File: config.mk
export PLATFORM = sky130hd
export DESIGN_NAME = pipeline_control_unit
export DESIGN_NICKNAME = d
export VERILOG_FILES = /design/src/rtl/pipeline_control_unit.sv
export SDC_FILE = /design/constraint.sdc
export NUM_CORES = 1
export LEC_CHECK = 0
export CAP_MARGIN = 20
export CORE_MARGIN = 10
export CORE_UTILIZATION = 46
export CTS_CLUSTER_DIAMETER = 40
export DETAILED_ROUTE_END_ITERATION = 7
export PLACE_DENSITY_LB_ADDON = 0.05
export REMOVE_ABC_BUFFERS = 1
export SKIP_LAST_GASP = 1
export SLEW_MARGIN = 40
export SYNTH_ARGS = -nofsm -noshare
export SYNTH_HDL_FRONTEND = slang
export SYNTH_SLANG_ARGS = --single-unit
File: constraint.sdc
create_clock -name clk -period 2.1 [get_ports clk]
set_input_delay 0.42 -clock clk [delete_from_list [all_inputs] [get_ports clk]]
set_output_delay 0.42 -clock clk [all_outputs]
set_load 0.01 [all_outputs]
File: src/rtl/pipeline_control_unit.sv
// pipeline_control_unit
//   Pipeline-register sequencer for the OTTER 5-stage core. Combines the
//   hazard-unit stall, the EX-stage redirect and the data-memory busy flag
//   into per-stage load enables, flushes and the MEM/WB bubble. A small FSM
//   squashes the wrong-path word returned by the synchronous IMEM after a
//   redirect. Three saturating counters track stall, flush and memory-wait
//   cycles.
//
// Ports
//   clk, rst_n         core clock, synchronous active-low reset
//   stall              hazard-unit stall request
//   ex_redirect        EX-stage taken control transfer
//   mem_busy           data memory cannot finish the MEM access this cycle
//   perf_clr           synchronous clear of all counters
//   pc_en .. ex_mem_en stage load enables
//   if_id_flush        IF/ID loads NOP
//   id_ex_flush        ID/EX loads bubble
//   mem_wb_bubble      MEM/WB loads bubble
//   fsm_state          0 BOOT, 1 RUN, 2 FLUSH
//   *_count            saturating performance counters (CNT_W bits)
module pipeline_control_unit #(
    parameter int CNT_W = 32
) (
    input  logic             clk,
    input  logic             rst_n,
    input  logic             stall,
    input  logic             ex_redirect,
    input  logic             mem_busy,
    input  logic             perf_clr,
    output logic             pc_en,
    output logic             if_id_en,
    output logic             if_id_flush,
    output logic             id_ex_en,
    output logic             id_ex_flush,
    output logic             ex_mem_en,
    output logic             mem_wb_bubble,
    output logic [1:0]       fsm_state,
    output logic [CNT_W-1:0] stall_count,
    output logic [CNT_W-1:0] flush_count,
    output logic [CNT_W-1:0] mem_wait_count
);

    typedef enum logic [1:0] {
        ST_BOOT  = 2'd0,
        ST_RUN   = 2'd1,
        ST_FLUSH = 2'd2
    } state_e;

    state_e           state_q, state_d;
    logic [CNT_W-1:0] stall_cnt_q, stall_cnt_d;
    logic [CNT_W-1:0] flush_cnt_q, flush_cnt_d;
    logic [CNT_W-1:0] memw_cnt_q,  memw_cnt_d;

    function automatic logic [CNT_W-1:0] sat_inc(input logic [CNT_W-1:0] v);
        return (&v) ? v : v + CNT_W'(1);
    endfunction

    always_comb begin
        pc_en         = 1'b1;
        if_id_en      = 1'b1;
        id_ex_en      = 1'b1;
        ex_mem_en     = 1'b1;
        if_id_flush   = 1'b0;
        id_ex_flush   = 1'b0;
        mem_wb_bubble = 1'b0;
        state_d       = state_q;
        stall_cnt_d   = stall_cnt_q;
        flush_cnt_d   = flush_cnt_q;
        memw_cnt_d    = memw_cnt_q;

        if (!rst_n) begin
            pc_en         = 1'b0;
            if_id_en      = 1'b0;
            id_ex_en      = 1'b0;
            ex_mem_en     = 1'b0;
            if_id_flush   = 1'b1;
            id_ex_flush   = 1'b1;
            mem_wb_bubble = 1'b1;
        end else if (mem_busy) begin
            // Whole pipe frozen; state holds so a pending BOOT/FLUSH
            // still happens once memory is ready. EX re-presents its
            // redirect/stall then, so they are ignored here.
            pc_en         = 1'b0;
            if_id_en      = 1'b0;
            id_ex_en      = 1'b0;
            ex_mem_en     = 1'b0;
            mem_wb_bubble = 1'b1;
            memw_cnt_d    = sat_inc(memw_cnt_q);
        end else begin
            case (state_q)
                ST_RUN: begin
                    if (ex_redirect) begin
                        // A same-cycle stall belongs to a squashed instruction.
                        if_id_flush = 1'b1;
                        id_ex_flush = 1'b1;
                        state_d     = ST_FLUSH;
                        flush_cnt_d = sat_inc(flush_cnt_q);
                    end else if (stall) begin
                        pc_en       = 1'b0;
                        if_id_en    = 1'b0;
                        id_ex_flush = 1'b1;
                        stall_cnt_d = sat_inc(stall_cnt_q);
                    end
                end
                ST_FLUSH: begin
                    // The IMEM word arriving now is from the wrong path.
                    if_id_flush = 1'b1;
                    if (ex_redirect) begin
                        id_ex_flush = 1'b1;
                        flush_cnt_d = sat_inc(flush_cnt_q);
                    end else begin
                        state_d = ST_RUN;
                    end
                end
                default: begin
                    // BOOT and the unused encoding: first fetch has no valid
                    // predecessor, so flush both front stages.
                    if_id_flush = 1'b1;
                    id_ex_flush = 1'b1;
                    state_d     = ST_RUN;
                end
            endcase
        end

        if (perf_clr) begin
            stall_cnt_d = '0;
            flush_cnt_d = '0;
            memw_cnt_d  = '0;
        end
    end

    always_ff @(posedge clk) begin
        if (!rst_n) begin
            state_q     <= ST_BOOT;
            stall_cnt_q <= '0;
            flush_cnt_q <= '0;
            memw_cnt_q  <= '0;
        end else begin
            state_q     <= state_d;
            stall_cnt_q <= stall_cnt_d;
            flush_cnt_q <= flush_cnt_d;
            memw_cnt_q  <= memw_cnt_d;
        end
    end

    assign fsm_state      = state_q;
    assign stall_count    = stall_cnt_q;
    assign flush_count    = flush_cnt_q;
    assign mem_wait_count = memw_cnt_q;

endmodule

# Yosys cells after proc, flatten, opt, wreduce, memory -nomap -nowiden
# Cells that the tools add are included.
# totals
reg_bits	98
inputBits	6
word_cells	47
output_inout_bits	105
# classes
n_eq_ne	4
muxes	21
bitwise	6
add_sub_neg	3
reduce_logical	9
# ops
op	count
adder 32 x 1 -> 32 bit (second input constant)	3
AND reduction 32 bit	3
2-to-1 mux 1 bit	17
NOT 1 bit	6
AND reduction 5 bit	1
2-to-1 mux 2 bit	2
!= test 2 bit (second input constant)	2
case mux 2 bit (2 select lines)	1
AND reduction 4 bit	1
OR reduction 2 bit	2
AND reduction 3 bit	1
equality test 2 x 1 -> 1 bit (second input constant)	1
equality test 2 bit (second input constant)	1
case mux 1 bit (2 select lines)	1
AND reduction 2 bit	1

# Longest topological paths before layout
# Gate-level depths: netlist of the first run.
# depth
depth_word	5
ltp_mapped	8
mapped_depth_nobuf	7

# Worst setup path before layout of the first run
# Ideal clock, no wire load.
# synth_path
path_type	reg-to-reg
startpoint	reg state_q[0] (netlist: fsm_state[0])
endpoint	reg flush_cnt_q[28] (netlist: flush_count[28])
path_buffers	1
stages_incl_launch_ff	9
setup_ns	0.070
slack_ns	-0.246
t_arrival_ns	2.276
period_less_slack_ns	2.346
required_ns	2.030
cell_sequence	dfxtp_1 -> inv_1 -> ha_1 -> nor3b_1 -> nand2_1 -> a2111o_1 -> buf_2 -> or3_1 -> a21oi_1
# synth_between
elab_chain_len	3
elab_cells_between_ends	4
classes_between	eq/ne (2); reduce/logical (2)
# synth_rtl
element	line	rtl
start: declaration	49	state_e state_q, state_d;
start signal: assignment	139	state_q <= state_d;
equality test 2 bit / equality test 2 x 1 -> 1 bit (equally long branches)	90	case (state_q)
OR reduction 2 bit (no line) *	-	
AND reduction 4 bit (no line) *	-	
end signal: assignment	141	flush_cnt_q <= flush_cnt_d;
end: declaration	51	logic [CNT_W-1:0] flush_cnt_q, flush_cnt_d;
# Every way passes the cells marked *; elsewhere a longest branch is shown, timed or not.
# A chain may end at the register's enable or synchronous reset.

# Worst setup path in the final report of the first run
# layout_path
startpoint	reg state_q[0] (netlist: fsm_state[0])
endpoint	reg flush_cnt_q[26] (netlist: flush_count[26])
# Same word-level chain as after synthesis.

==> results of run 1 <==
==> cells by family after synthesis <==
family,after synthesis,share of synthesized area
AND/OR/NAND/NOR,284,0.329
AO/OA/AOI/OAI,164,0.201
flip-flops,98,0.385
buffers and inverters,45,0.0390
XOR/XNOR,15,0.0258
adder cells (fa/ha/maj),5,0.0123
multiplexers,4,0.00786
==> tightest hold or removal path: stages, from the launching register on <==
cell,delay (ns)
sky130_fd_sc_hd__dfxtp_1,0.34
sky130_fd_sc_hd__o31ai_1,0.07
sky130_fd_sc_hd__a21oi_1,0.05
==> worst max path at each step <==
stage	startpoint	to	slack [ns]	cells after the start
2_1_floorplan	stall_count[0]	stall_count[11]	-0.45	6
3_3_place_gp	mem_busy	if_id_en	-0.46	6
3_5_place_dp	ex_redirect	flush_count[24]	-0.51	7
4_1_cts	stall_count[19]	stall_count[27]	-0.07	6
5_1_grt	fsm_state[0]	flush_count[28]	-0.13	9
6_report	fsm_state[0]	flush_count[26]	-0.03	9
==> power by group <==
group          internal, µW  switching (µW)
logic                   102             113
clock network           489             648
registers              1860            4.29
==> sequential cells by signal, summed over array words and instances, names as in the netlist <==
| signal | count |
|---|---|
| flush_count | 32 |
| mem_wait_count | 32 |
| stall_count | 32 |
| fsm_state | 2 |
==> timing repair <==
| action | 4_1_cts | 5_1_grt |
|---|---|---|
| cloned | 2 | 1 |
| buffers inserted | 6 | 8 |
| endpoints found under the setup margin | 42 | 47 |
| hold buffers | 0 | 0 |
| resized for setup | 37 | 43 |
| pin swaps | 9 | 27 |
==> cells in the mapped netlist (all sizes together) (2+ instances only) <==
| cell type | count | share of area |
|---|---|---|
| nor3 | 8 | 0.0088 |
| o31ai | 35 | 0.053 |
| xnor2 | 9 | 0.015 |
| and3 | 11 | 0.014 |
| mux2i | 4 | 0.0079 |
| o31a | 2 | 0.0034 |
| o21ai | 32 | 0.031 |
| nand3 | 28 | 0.027 |
| nand2 | 64 | 0.047 |
| or3 | 32 | 0.040 |
| nand2b | 2 | 0.0025 |
| o2111ai | 3 | 0.0052 |
| nor4 | 6 | 0.012 |
| a21oi | 62 | 0.061 |
| o211ai | 12 | 0.018 |
| nor4b | 2 | 0.0064 |
| buf | 13 | 0.015 |
| o311ai | 3 | 0.0052 |
| o41ai | 3 | 0.0052 |
| or2 | 8 | 0.0098 |
| clkbuf | 17 | 0.013 |
| and4 | 18 | 0.031 |
| ha | 5 | 0.012 |
| and2 | 5 | 0.0061 |
| or4 | 43 | 0.064 |
| a211oi | 4 | 0.0059 |
| nor2 | 28 | 0.021 |
| inv | 15 | 0.011 |
| nand4 | 26 | 0.034 |
| dfxtp | 98 | 0.38 |
| xor2 | 6 | 0.010 |
==> metrics by stage <==
| step | instances | hold WS (ns) | utilization |
|---|---|---|---|
| after global routing | 1012 | 0.537 | 0.729 |
| after detailed placement | 981 | 0.491 | 0.678 |
| final | 1012 | 0.505 | 0.729 |
| after floorplan | 585 | 0.495 | - |
| after CTS | 1004 | 0.507 | 0.706 |
| after global placement | 981 | 0.478 | 0.678 |
==> layout make-up <==
class                           count  area (µm²)
Multi-Input combinational cell    475        3200
Fill cell                         889        2930
Timing Repair Buffer              268        2320
Sequential cell                    98        1970
Tap cell                          140         175
Clock buffer                       13         159
Inverter                           15        56.3
Clock inverter                      2        12.5
Antenna cell                        1        2.50
==> per-layer routing <==
metal  GRT usage  wire length (µm)
met5           0                 0
met4      0.0752               310
met3      0.0596              1100
met2       0.340              8050
met1       0.244              7350
==> results.toml, run 1 <==
[logic_synthesis]
syn_inst = 615
synth_area_per_cell_um2 = 8.29
synth.cell_area_um2 = 5100
postSynthRegisterBits = 98
synth_seq_area_share = 0.385
yosysWarningCount = 0
dominantRegCellSynth = "sky130_fd_sc_hd__dfxtp_1"
synth_edf_count = 0
asyncSetResetFlopFracSynth = 0
yosys.cell_types.count = 55

[setup_path]
worst-r2r-setup-slack_ns = -0.03
critical_path.slowest_cell = "sky130_fd_sc_hd__a2111o_1"
worstPathRequired_ns = 2.41
cp_slowest_stage_delay_ns = 0.47
worst_r2r_path_depth = 9
crit_path_max_fanout = 4
reg2reg_to = "flush_count[26]"
cp-start-kind = "flop"
cpLargestDelayFamily = "compound AO/OA/AOI/OAI gates"
criticalPathCategory = "flop to flop"
critical_path_buffers_and_inverters = 3
setup.worst_path.end_class = "flop"
critical_path.reg2reg.startpoint = "fsm_state[0]"
cp_data_arrival_time_ns = 2.44
worst_path_most_repeated_cell = "sky130_fd_sc_hd__buf_6"
cell_chain_critical_path = "inv_2 -> ha_4 -> nor3b_4 -> buf_6 -> nand2_4 -> a2111o_1 -> buf_6 -> or3_1 -> a21oi_1"

[timing]
period_minus_slack_ns = 2.13
clock.fmax_mhz = 469
slew_headroom = 0.608
finClkSkew_ns = 0.00913
setup_viol = 5
setup_repair_after_global_routing_missed_its_margin = "true"
hold_viol = 0
timing.final.crit_share = 1.01
worst-slew-pin-transition_ns = 0.589
timing_max_transition_violations_final = 0
fin_tns_setup_ns = -0.0896
postLayoutSetupSlackWorst_ns = -0.0302

[floorplan]
die_x_um = 125
die-height_um = 125
num_rows = 38
design.core.area_um2 = 10800
boundaryPins = 111
die-area_um2 = 15700
initial_core_util = 0.470

[status]
failed_checks = "negative setup slack"
status = "complete, but fails checks"

[clock_network]
clock_root_buffer = "sky130_fd_sc_hd__clkbuf_8"
cts_inserted_buffers = 9
htree_num_levels = 3
worstSkewPairLatency_ns = 0.38
clock_sink_count = 98
cts_tree = "yes"
cts.reportedPaths.clkPinSlew_ns = 0.09
cts_max_path_buffers = 2

[cells_and_area]
net_count_final = 878
synthToLayoutAreaGrowth_pct = 55.1
layout_commonest_cell = "sky130_fd_sc_hd__buf_4"
layout.cells.most_common_list = "sky130_fd_sc_hd__buf_4, sky130_fd_sc_hd__clkdlybuf4s50_1, sky130_fd_sc_hd__dfxtp_1"
final_area_um2 = 7910
fraction_of_final_layout_cells_with_drive_strength_greater_than_1 = 0.276

[place]
pre_cts_ws_ns = -0.505
detailed_place_hpwl_mm = 12.1
numPortBuffers = 110
placed_area_um2 = 7350
gp_routability_congestion = 0.898

[drt]
remaining_drc_errors = 0
detailroute.via_count = 5863
dr.pass1.iters = 5
antenna_violating_nets_post_route = 0
drt-vias-per-instance = 5.79
routedWlPerCell_um = 16.6
drt-initial-drc-count = 333
drt-total-wl_mm = 16.8

[job]
drv.max_cap_violation_count = 0

[global_route]
antenna_found_initial = 1
grt_remaining_overflow = 0
grt_pass1_vias = 5643
grt_max_degree = 27
first_pass_grt_wire_length_mm = 27.5
track_usage = 0.204

[worst_hold_path]
holdCritStartpoint = "flush_count[8]"
timing.hold.worst_endpoint = "flush_count[8]"
worstHoldPathCells = 2
hold_path_class = "flop to flop"

[power_and_ir_drop]
power_per_cell_area_nw_per_um2 = 407
leakagePower_uw = 0.00279
post-layout-total-power_uw = 3220
worst_ir_drop_vdd_v = 0.000319
Note: power is estimated with default switching activity, not from simulation.
==> run 2: changes to the inputs <==
Clock period 2.1 ns to 1.9 ns, I/O delays scaled along.
==> run 2 against run 1 <==
Against the previous run:
- the flow still finishes with violations (negative setup slack)
- worst setup slack worse by 0.16 ns
- critical path depth did not move
- largest power group unchanged
- maximum frequency rose by 2.1%
- total power is 13% higher
- largest cell class unchanged
- highest routed layer unchanged
- die area did not move
==> results.toml, run 2 (synthesis gave the netlist of run 1 again) <==
[status]
status = "complete, but fails checks"
failed_checks = "negative setup slack"

[place]
dp.cells = 1020
gp_routability_congestion = 0.843
numPortBuffers = 110
pre_cts_ws_ns = -0.598
detailed_place_hpwl_mm = 12.7
placed_area_um2 = 7640

[floorplan]
initial_core_util = 0.470
design.core.area_um2 = 10800
die-area_um2 = 15700
boundaryPins = 111
die_x_um = 125
num_rows = 38
die-height_um = 125

[setup_path]
critical_path.reg2reg.startpoint = "stall_count[28]"
cp_data_arrival_time_ns = 2.36
criticalPathCategory = "flop to flop"
cp-start-kind = "flop"
cpLargestDelayFamily = "buffers and inverters"
critical_path.slowest_cell = "sky130_fd_sc_hd__o31ai_4"
critical_path_buffers_and_inverters = 4
reg2reg_to = "stall_count[7]"
cp_slowest_stage_delay_ns = 0.45
cell_chain_critical_path = "and4_4 -> nand4_1 -> buf_4 -> buf_4 -> buf_6 -> o31ai_4 -> buf_4 -> or4_1 -> nand2_1"
setup.worst_path.end_class = "flop"
worst_r2r_path_depth = 9
worst-r2r-setup-slack_ns = -0.19
crit_path_max_fanout = 6
worst_path_most_repeated_cell = "sky130_fd_sc_hd__buf_4"
worstPathRequired_ns = 2.17

[power_and_ir_drop]
power_per_cell_area_nw_per_um2 = 412
leakagePower_uw = 0.00325
worst_ir_drop_vdd_v = 0.000373
post-layout-total-power_uw = 3630

[drt]
routedWlPerCell_um = 19.0
detailroute.via_count = 6505
drt-vias-per-instance = 6.03
drt-initial-drc-count = 655
drt-total-wl_mm = 20.5
antenna_violating_nets_post_route = 0
dr.pass1.iters = 6
remaining_drc_errors = 0

[cells_and_area]
layout.cells.most_common_list = "sky130_fd_sc_hd__buf_4, sky130_fd_sc_hd__clkdlybuf4s50_1, sky130_fd_sc_hd__dfxtp_1"
fin_cells = 1078
insertedDiodeCount = 0
net_count_final = 944
fraction_of_final_layout_cells_with_drive_strength_greater_than_1 = 0.403
synthToLayoutAreaGrowth_pct = 72.7
final_area_um2 = 8800
layout_commonest_cell = "sky130_fd_sc_hd__buf_4"

[timing]
postLayoutSetupSlackWorst_ns = -0.187
period_minus_slack_ns = 2.09
setup_repair_after_global_routing_missed_its_margin = "true"
clock.fmax_mhz = 479
finClkSkew_ns = 0.0110
worst-slew-pin-transition_ns = 0.527
timing.final.crit_share = 1.10
setup_viol = 54
whs_ns = 0.491
slew_headroom = 0.644
hold_viol = 0
timing_max_transition_violations_final = 0

[clock_network]
cts_max_path_buffers = 2
worstSkewPairLatency_ns = 0.39
clock_sink_count = 98
cts.reportedPaths.clkPinSlew_ns = 0.10
cts_inserted_buffers = 9
htree_num_levels = 3
clock_root_buffer = "sky130_fd_sc_hd__clkbuf_8"
cts_tree = "yes"
cts_hold_buf = 0

[global_route]
antenna_found_initial = 0
first_pass_grt_wire_length_mm = 29.5
track_usage = 0.219
grt_remaining_overflow = 0
grt_pass1_vias = 6194
grt_max_degree = 22

[worst_hold_path]
timing.hold.worst_endpoint = "mem_wait_count[19]"
holdCritStartpoint = "mem_wait_count[19]"
hold_path_class = "flop to flop"
worstHoldPathCells = 2

[job]
drv.max_cap_violation_count = 0
[run 2: layer usage]
layer / up-vias / part of all wire / track usage
li1: 3016 / - / -
met1: 3128 / 0.41 / 0.259
met2: 290 / 0.49 / 0.369
met3: 71 / 0.068 / 0.0583
met4: 0 / 0.033 / 0.0921
met5: - / 0 / 0
[run 2: worst max-delay path by stage]
stage / startpoint / endpoint / depth (start not counted)
6_report: stall_count[28] / stall_count[7] / 9
2_1_floorplan: stall_count[0] / stall_count[11] / 6
3_5_place_dp: mem_busy / stall_count[22] / 7
5_1_grt: fsm_state[1] / stall_count[21] / 9
3_3_place_gp: ex_redirect / id_ex_flush / 7
4_1_cts: stall_count[18] / stall_count[27] / 6
[run 2: repair_timing]
item                       4_1_cts  5_1_grt
setup buffers                   21       18
resized for setup               81      124
setup endpoints to repair       71       90
pin swaps                       33       53
cloned                           5        0
[run 2: worst reg2reg max path, stage by stage, from the launching register on]
cell	delay [ns]
sky130_fd_sc_hd__dfxtp_2	0.34
sky130_fd_sc_hd__and4_4	0.28
sky130_fd_sc_hd__nand4_1	0.14
sky130_fd_sc_hd__buf_4	0.17
sky130_fd_sc_hd__buf_4	0.14
sky130_fd_sc_hd__buf_6	0.11
sky130_fd_sc_hd__o31ai_4	0.45
sky130_fd_sc_hd__buf_4	0.20
sky130_fd_sc_hd__or4_1	0.10
sky130_fd_sc_hd__nand2_1	0.04
[run 2: where the power goes]
part | switching [µW] | internal [µW] | leakage [µW]
sequential | 4.79 | 2060 | 0.000808
combinational | 142 | 130 | 0.00236
clock | 779 | 515 | 0.0000807
total | 926 | 2700 | 0.00325
[run 2: layout make-up]
type	instances	area [µm²]
Tap cell	140	175
Multi-Input combinational cell	476	3490
Clock buffer	14	153
Fill cell	701	2040
Inverter	15	58.8
Sequential cell	98	2010
Clock inverter	2	12.5
Timing Repair Buffer	333	2900
[run 2: metrics by stage]
stage	util	setup TNS [ns]
floorplan	-	-43.68
global placement	0.705	-33.58
detailed placement	0.705	-36.43
CTS	0.761	-2.46
global route	0.812	-8.26
finish	0.812	-4.33
==> run 3: changes to the inputs <==
Settings changed: CTS_CLUSTER_SIZE set to 30.
==> results of run 3 <==
The final DEF is identical to that of run 2; final timing and power are the same.
